[src/rtl/frame_buf_pkg.sv]
// Shared definitions for the triple-buffered frame store.
// Holds the frame geometry defaults, the bank-code width, the reset bank
// assignment for the write/ready/read roles and the capture FSM state type.
// No ports; imported by frame_bank_scheduler and triple_bank_rotator.
package frame_buf_pkg;

  localparam int ADDR_W       = 19;
  localparam int BANK_W       = 2;
  localparam int FRAME_PIXELS = 307200;

  localparam logic [BANK_W-1:0] BANK_W_RST = 2'd0;
  localparam logic [BANK_W-1:0] BANK_Y_RST = 2'd1;
  localparam logic [BANK_W-1:0] BANK_R_RST = 2'd2;

  typedef enum logic {
    SEEK    = 1'b0,
    CAPTURE = 1'b1
  } cap_state_t;

endpackage

[src/rtl/triple_bank_rotator.sv]
// Role register file for three frame banks: write (w), ready (y), read (r),
// plus the "fresh" flag meaning y holds a completed frame not yet shown.
// Ports:
//   clk25, rst_n          clock, async active-low reset
//   commit_req            a complete frame has just been written into w
//   swap_req              vsync edge: reader wants the newest frame
//   w_bank/y_bank/r_bank  current role assignment (always a permutation of 0..2)
//   fresh                 y holds an unseen frame
//   drop_evt              this cycle overwrites an unseen ready frame
//   show_evt              this cycle hands the reader a new bank
//   repeat_evt            this cycle's vsync re-shows the old frame
// All role changes are rotations or swaps of existing codes, so the three
// banks stay pairwise distinct and code 3 can never appear.
module triple_bank_rotator
  import frame_buf_pkg::*;
(
  input  logic              clk25,
  input  logic              rst_n,
  input  logic              commit_req,
  input  logic              swap_req,
  output logic [BANK_W-1:0] w_bank,
  output logic [BANK_W-1:0] y_bank,
  output logic [BANK_W-1:0] r_bank,
  output logic              fresh,
  output logic              drop_evt,
  output logic              show_evt,
  output logic              repeat_evt
);

  assign drop_evt   = commit_req & fresh;
  // A simultaneous commit hands over the just-finished frame even if y was stale.
  assign show_evt   = swap_req & (fresh | commit_req);
  assign repeat_evt = swap_req & ~fresh & ~commit_req;

  always_ff @(posedge clk25 or negedge rst_n) begin
    if (!rst_n) begin
      w_bank <= BANK_W_RST;
      y_bank <= BANK_Y_RST;
      r_bank <= BANK_R_RST;
      fresh  <= 1'b0;
    end else if (commit_req && swap_req) begin
      // Three-way rotation: the frame just written goes straight to the reader.
      r_bank <= w_bank;
      w_bank <= y_bank;
      y_bank <= r_bank;
      fresh  <= 1'b0;
    end else if (commit_req) begin
      y_bank <= w_bank;
      w_bank <= y_bank;
      fresh  <= 1'b1;
    end else if (swap_req && fresh) begin
      r_bank <= y_bank;
      y_bank <= r_bank;
      fresh  <= 1'b0;
    end
  end

endmodule

[src/rtl/frame_bank_scheduler.sv]
// Triple-buffer scheduler between the camera capture writer and the VGA
// scanout reader. Capture writes are steered into the write bank; complete
// frames are promoted to ready; at each vsync the reader takes the newest
// complete frame, so scanout never shows a torn frame.
// Optional build macro FRAME_SCHED_STATS_EN enables the drop/repeat
// statistics counters; without it both outputs are tied to 0.
// Ports:
//   clk25, rst_n                  pixel clock, async active-low reset
//   cap_frame_start/cap_frame_end camera frame boundary pulses
//   cap_we, cap_addr              capture pixel strobe and address
//   wr_en, wr_addr                registered memory write {wr_bank, cap_addr}
//   vga_vsync, frame_addr         VGA vertical sync and read address
//   rd_addr                       combinational {rd_bank, frame_addr}
//   wr_bank, rd_bank              current write and read banks
//   new_frame                     one-cycle pulse when the read bank changes
//   drop_cnt, repeat_cnt          saturating statistics
module frame_bank_scheduler #(
  parameter int   ADDR_W       = frame_buf_pkg::ADDR_W,
  parameter int   FRAME_PIXELS = frame_buf_pkg::FRAME_PIXELS,
  parameter logic VSYNC_ACTIVE = 1'b0,
  parameter int   STAT_W       = 16
) (
  input  logic                              clk25,
  input  logic                              rst_n,
  input  logic                              cap_frame_start,
  input  logic                              cap_frame_end,
  input  logic                              cap_we,
  input  logic [ADDR_W-1:0]                 cap_addr,
  output logic                              wr_en,
  output logic [ADDR_W+1:0]                 wr_addr,
  input  logic                              vga_vsync,
  input  logic [ADDR_W-1:0]                 frame_addr,
  output logic [ADDR_W+1:0]                 rd_addr,
  output logic [frame_buf_pkg::BANK_W-1:0]  wr_bank,
  output logic [frame_buf_pkg::BANK_W-1:0]  rd_bank,
  output logic                              new_frame,
  output logic [STAT_W-1:0]                 drop_cnt,
  output logic [STAT_W-1:0]                 repeat_cnt
);
  import frame_buf_pkg::*;

  localparam int                CNT_W  = $clog2(FRAME_PIXELS + 1);
  localparam logic [CNT_W-1:0]  FP_MAX = CNT_W'(FRAME_PIXELS);

  cap_state_t         state;
  logic [CNT_W-1:0]   pix_cnt;
  logic               vsync_prev;
  logic               commit_req;
  logic               swap_req;
  logic [BANK_W-1:0]  y_bank;
  logic               fresh;
  logic               drop_evt;
  logic               show_evt;
  logic               repeat_evt;

  // A restart pulse in the same cycle as an end pulse wins: no commit.
  assign commit_req = (state == CAPTURE) && cap_frame_end && !cap_frame_start &&
                      (pix_cnt == FP_MAX);
  assign swap_req   = (vga_vsync == VSYNC_ACTIVE) && (vsync_prev != VSYNC_ACTIVE);

  triple_bank_rotator u_rot (
    .clk25      (clk25),
    .rst_n      (rst_n),
    .commit_req (commit_req),
    .swap_req   (swap_req),
    .w_bank     (wr_bank),
    .y_bank     (y_bank),
    .r_bank     (rd_bank),
    .fresh      (fresh),
    .drop_evt   (drop_evt),
    .show_evt   (show_evt),
    .repeat_evt (repeat_evt)
  );

  assign rd_addr = {rd_bank, frame_addr};

  // Capture FSM with registered write port.
  always_ff @(posedge clk25 or negedge rst_n) begin
    if (!rst_n) begin
      state   <= SEEK;
      pix_cnt <= '0;
      wr_en   <= 1'b0;
      wr_addr <= '0;
    end else begin
      case (state)
        SEEK: begin
          wr_en <= 1'b0;
          if (cap_frame_start) begin
            state   <= CAPTURE;
            pix_cnt <= '0;
          end
        end
        CAPTURE: begin
          wr_en   <= cap_we;
          wr_addr <= {wr_bank, cap_addr};
          if (cap_frame_start) begin
            pix_cnt <= '0;
          end else if (cap_frame_end) begin
            state <= SEEK;
          end else if (cap_we && (pix_cnt != FP_MAX)) begin
            pix_cnt <= pix_cnt + 1'b1;
          end
        end
        default: state <= SEEK;
      endcase
    end
  end

  always_ff @(posedge clk25 or negedge rst_n) begin
    if (!rst_n) begin
      vsync_prev <= ~VSYNC_ACTIVE;
      new_frame  <= 1'b0;
    end else begin
      vsync_prev <= vga_vsync;
      new_frame  <= show_evt;
    end
  end

`ifdef FRAME_SCHED_STATS_EN
  logic [STAT_W-1:0] drop_q;
  logic [STAT_W-1:0] rep_q;

  always_ff @(posedge clk25 or negedge rst_n) begin
    if (!rst_n) begin
      drop_q <= '0;
      rep_q  <= '0;
    end else begin
      if (drop_evt && !(&drop_q)) drop_q <= drop_q + 1'b1;
      if (repeat_evt && !(&rep_q)) rep_q <= rep_q + 1'b1;
    end
  end

  assign drop_cnt   = drop_q;
  assign repeat_cnt = rep_q;
`else
  logic unused_stats;
  assign unused_stats = drop_evt | repeat_evt;
  assign drop_cnt     = '0;
  assign repeat_cnt   = '0;
`endif

  // y_bank and fresh are kept visible for debug only.
  logic unused_dbg;
  assign unused_dbg = ^{y_bank, fresh};

endmodule

[config.mk]
export PLATFORM = sky130hd
export DESIGN_NAME = frame_bank_scheduler
export DESIGN_NICKNAME = d
export VERILOG_FILES = /design/src/rtl/frame_buf_pkg.sv /design/src/rtl/triple_bank_rotator.sv /design/src/rtl/frame_bank_scheduler.sv
export SDC_FILE = /design/constraint.sdc
export NUM_CORES = 1
export LEC_CHECK = 0
export ABC_CLOCK_PERIOD_IN_PS = 2100
export CORE_ASPECT_RATIO = 0.8
export CORE_MARGIN = 2
export CORE_UTILIZATION = 40
export CTS_CLUSTER_SIZE = 24
export DETAILED_ROUTE_END_ITERATION = 16
export GPL_ROUTABILITY_DRIVEN = 0
export GPL_TIMING_DRIVEN = 1
export PLACE_DENSITY = 0.77
export SLEW_MARGIN = 20
export SYNTH_ARGS = -nofsm -noshare
export SYNTH_HDL_FRONTEND = slang
export SYNTH_SLANG_ARGS = --single-unit
[constraint.sdc]
create_clock -name clk25 -period 2.1 [get_ports clk25]
set_input_delay 0.315 -clock clk25 [delete_from_list [all_inputs] [get_ports clk25]]
set_output_delay 0.315 -clock clk25 [all_outputs]
set_load 0.1 [all_outputs]
==> results.toml <==
[final_layout]
regArea_sq_um = 1280
drive_above_1_share = 0.296
multi_input_area_sq_um = 1220
fin_nets = 366
stdcell_count = 408
fillers = 624
diodes = 0
area_growth_pct = 18.0

[die]
initial_core_util = 0.412
io_pins = 124
die_h_um = 79.3
core_sq_um = 6890
row_count = 27
dieArea_sq_um = 7790
die_w_um = 98.2

[pwr]
p_leak_nw = 1.52
p_per_area_nw_per_um2 = 774
fin_total_pwr_mw = 2.59
pwr-share-seq = 0.407
internal_power_mw = 1.58
combPwrFrac = 0.312
pwr-share-clk = 0.282
p_sw_frac = 0.390
vdd_ir_drop_max_v = 0.000344
power.switching_mw = 1.01

[synthesis]
yosys-top-cells-area = "dfrtp_1 42%, buf_4 14%, mux2_2 9.9%"
synth_edf_count = 0
synth_ff_type = "dfrtp_1"
yosys.area.top_type = "dfrtp_1"
async_reset_ff_frac = 1.00
yosysUniqueCellTypes = 44
avgSynthCellArea_sq_um = 10.4
postSynthCellCount = 272
ys_warn_count = 0
yosysTopAreaCellShare = 0.423
ys_seq_elements = 51
synth_area_sq_um = 2840
yosysSeqAreaShare = 0.451

[drt]
wl_per_cell_um = 14.3
drc = 0
totalWireLength_um = 5830
vias_per_cell = 5.04
first_pass_iters = 4
final_antenna_net_count = 0
vias = 2056
drt_iter0_drc = 109

[timing]
max_freq_mhz = 503
fin_skew_ps = 8.72
slew_headroom = 0.600
hold_ws_ps = 2.73
period_share = 0.946
tightest_slew_ps = 600
final_hold_viol_count = 0
slew_violations = 0
rsz0062_at_grt = "no"
setup_tns_ps = 0
layout_min_cycle_time_ps = 1990
setup_viol = 0

[setup_path]
critPathLaunchType = "flop"
max_stage_delay_ps = 470
crit_type = "reg2reg"
crit_fanout = 9
endpoint_kind = "flop"
cp_data_arrival_time_ps = 2230
cp_cell_sequence = "nor4b_2 > nand2_2 > nor4_4 > buf_4 > mux2_2 > o21ai_1"
required_ps = 2340
cp_slowest_cell = "dfrtp_1"

[global_routing]
use_met1 = 0.198
grt_overflow = 0
use_met2 = 0.245
grt_pass1_vias = 1953
grt.busiest_layer = "met2"
antenna_found_initial = 0
grt_pass1_wl_um = 9440
track_usage = 0.151
met3_usage = 0.0475
grt_max_degree = 28

[placement]
io_buffers = 53
place_hpwl_um = 4280
place_inst = 400

[run_status]
status = "finished clean"

[clock_tree]
h-tree-depth = 2
cts_made_buffers = 5
cts_num_sinks = 51
cts_root_buffer = "clkbuf_8"
post-cts-setup-buffers = 0
clkTransAtPathRegs_ps = 100
clk_latency_ps = 300
clk_path_buf_depth = 2
cts_tree = "done"

[hold_path]
hp-class = "in2async"

[flow_run]
drv_cap = 0
## placed cells by master (no fill, tap or decap), types with 2 or more instances in the layout
cell,count
a211o_1,3
a21oi_1,8
a31oi_1,2
a41oi_1,2
and2_1,2
and3_1,6
buf_4,48
clkbuf_8,6
clkdlybuf4s50_1,23
conb_1,32
dfrtp_1,48
dfstp_2,3
ha_1,2
inv_1,6
mux2_2,25
nand2_1,16
nand2b_1,6
nand3_1,9
nand4_1,3
nand4_2,2
nor2_1,12
nor2b_1,2
nor4_1,2
nor4_2,2
nor4_4,2
o21ai_0,16
o21ai_1,3
o31ai_1,3
o41ai_1,2
or3_1,3
or4_1,3
xor2_1,4
## cell type report
type                    instances  area share
flip-flops and latches         51       0.382
multi-input cells             184       0.364
repair buffers                 72       0.178
well taps                      87      0.0325
clock buffers                   6      0.0247
clock inverters                 2      0.0116
inverters                       6     0.00673
## synthesized netlist by cell type, types with 2 or more instances
| cell type | number |
|---|---|
| a41oi_1 | 2 |
| nand4_1 | 3 |
| and3_1 | 6 |
| o31ai_1 | 3 |
| nand3_1 | 9 |
| nor4_4 | 2 |
| inv_1 | 6 |
| dfstp_2 | 3 |
| nor4_1 | 2 |
| and2_1 | 2 |
| a21oi_1 | 9 |
| buf_2 | 3 |
| nand2b_1 | 6 |
| mux2_2 | 25 |
| or4_1 | 3 |
| xor2_1 | 4 |
| nand4_2 | 2 |
| nor2_1 | 12 |
| ha_1 | 2 |
| o41ai_1 | 2 |
| buf_1 | 2 |
| clkbuf_1 | 4 |
| nor4_2 | 2 |
| dfrtp_1 | 48 |
| a211o_1 | 3 |
| nor2b_1 | 2 |
| buf_4 | 53 |
| o21ai_0 | 16 |
| or3_1 | 3 |
| nand2_1 | 16 |
| o21ai_1 | 3 |
| a31oi_1 | 2 |
## per-stage QoR
| stage | instance area, sq um | utilization | worst slack, ps |
|---|---|---|---|
| 4_1_cts | 3340 | 0.485 | 122 |
| 2_1_floorplan | 2950 | - | 302 |
| 3_3_place_gp | 3220 | 0.468 | 76.3 |
| 6_report | 3350 | 0.486 | 113 |
| 3_5_place_dp | 3220 | 0.468 | 42.0 |
| 5_1_grt | 3350 | 0.486 | 8.30 |
## power groups by stage
stage                     registers [mW]  clock network [mW]  logic (mW)
after CTS                           1.05               0.747       0.810
after detailed placement            1.07                   0       0.808
after floorplan                     1.35                   0       0.564
final                               1.05               0.729       0.807
after global routing                1.06               0.786       0.836
after global placement              1.07                   0       0.802
## kinds of logic after synthesis
family                   after synthesis  synth area share
AO/OA/AOI/OAI                         45            0.0979
multiplexers                          25            0.0993
adder cells (fa/ha/maj)                2           0.00882
flip-flops                            51             0.451
buffers and inverters                 68             0.161
XOR/XNOR                               4            0.0123
AND/OR/NAND/NOR                       76             0.168
other                                  1           0.00132
## registers in the layout (all words and copies together) (netlist names)
register / cells
wr_addr: 21
u_rot.y_bank: 2
state: 1
pix_cnt: 19
new_frame: 1
u_rot.w_bank: 2
u_rot.r_bank: 2
vsync_prev: 1
wr_en: 1
u_rot.fresh: 1
## worst paths after layout
check	cells past startpoint	endpoint	slack, ps	from
worst max-delay path	6	u_rot.y_bank[1]$_DFFE_PN0P_	110	pix_cnt[2]$_DFFE_PN0P_
worst min-delay path	1	wr_addr[3]$_DFFE_PN0P_	3	rst_n
worst max register to register	6	u_rot.y_bank[1]$_DFFE_PN0P_	110	pix_cnt[2]$_DFFE_PN0P_
worst min register to register	1	pix_cnt[18]$_DFFE_PN0P_	500	pix_cnt[18]$_DFFE_PN0P_
max in group asynchronous	2	pix_cnt[1]$_DFFE_PN0P_	1480	rst_n
min in group clk25	1	vsync_prev$_DFF_PN1_	450	vga_vsync
## routing by layer
layer	vias up	routed length, um
li1	963	-
met1	978	2590
met2	104	2700
met3	11	486
met4	0	52
met5	-	0
## worst max-delay path, delay by kind of cell (launching register included)
family,cells,cell delay [ps]
AOI/OAI and AO/OA,1,70
buffers and inverters,1,200
and+or+nand+nor,3,860
DFF,1,470
muxes,1,330
## repair_timing
action / CTS / global route
hold buffers: 0 / 0
resized for setup: 0 / 1
setup endpoints to repair: 0 / 2
Note: power is estimated with default switching activity, not from simulation.
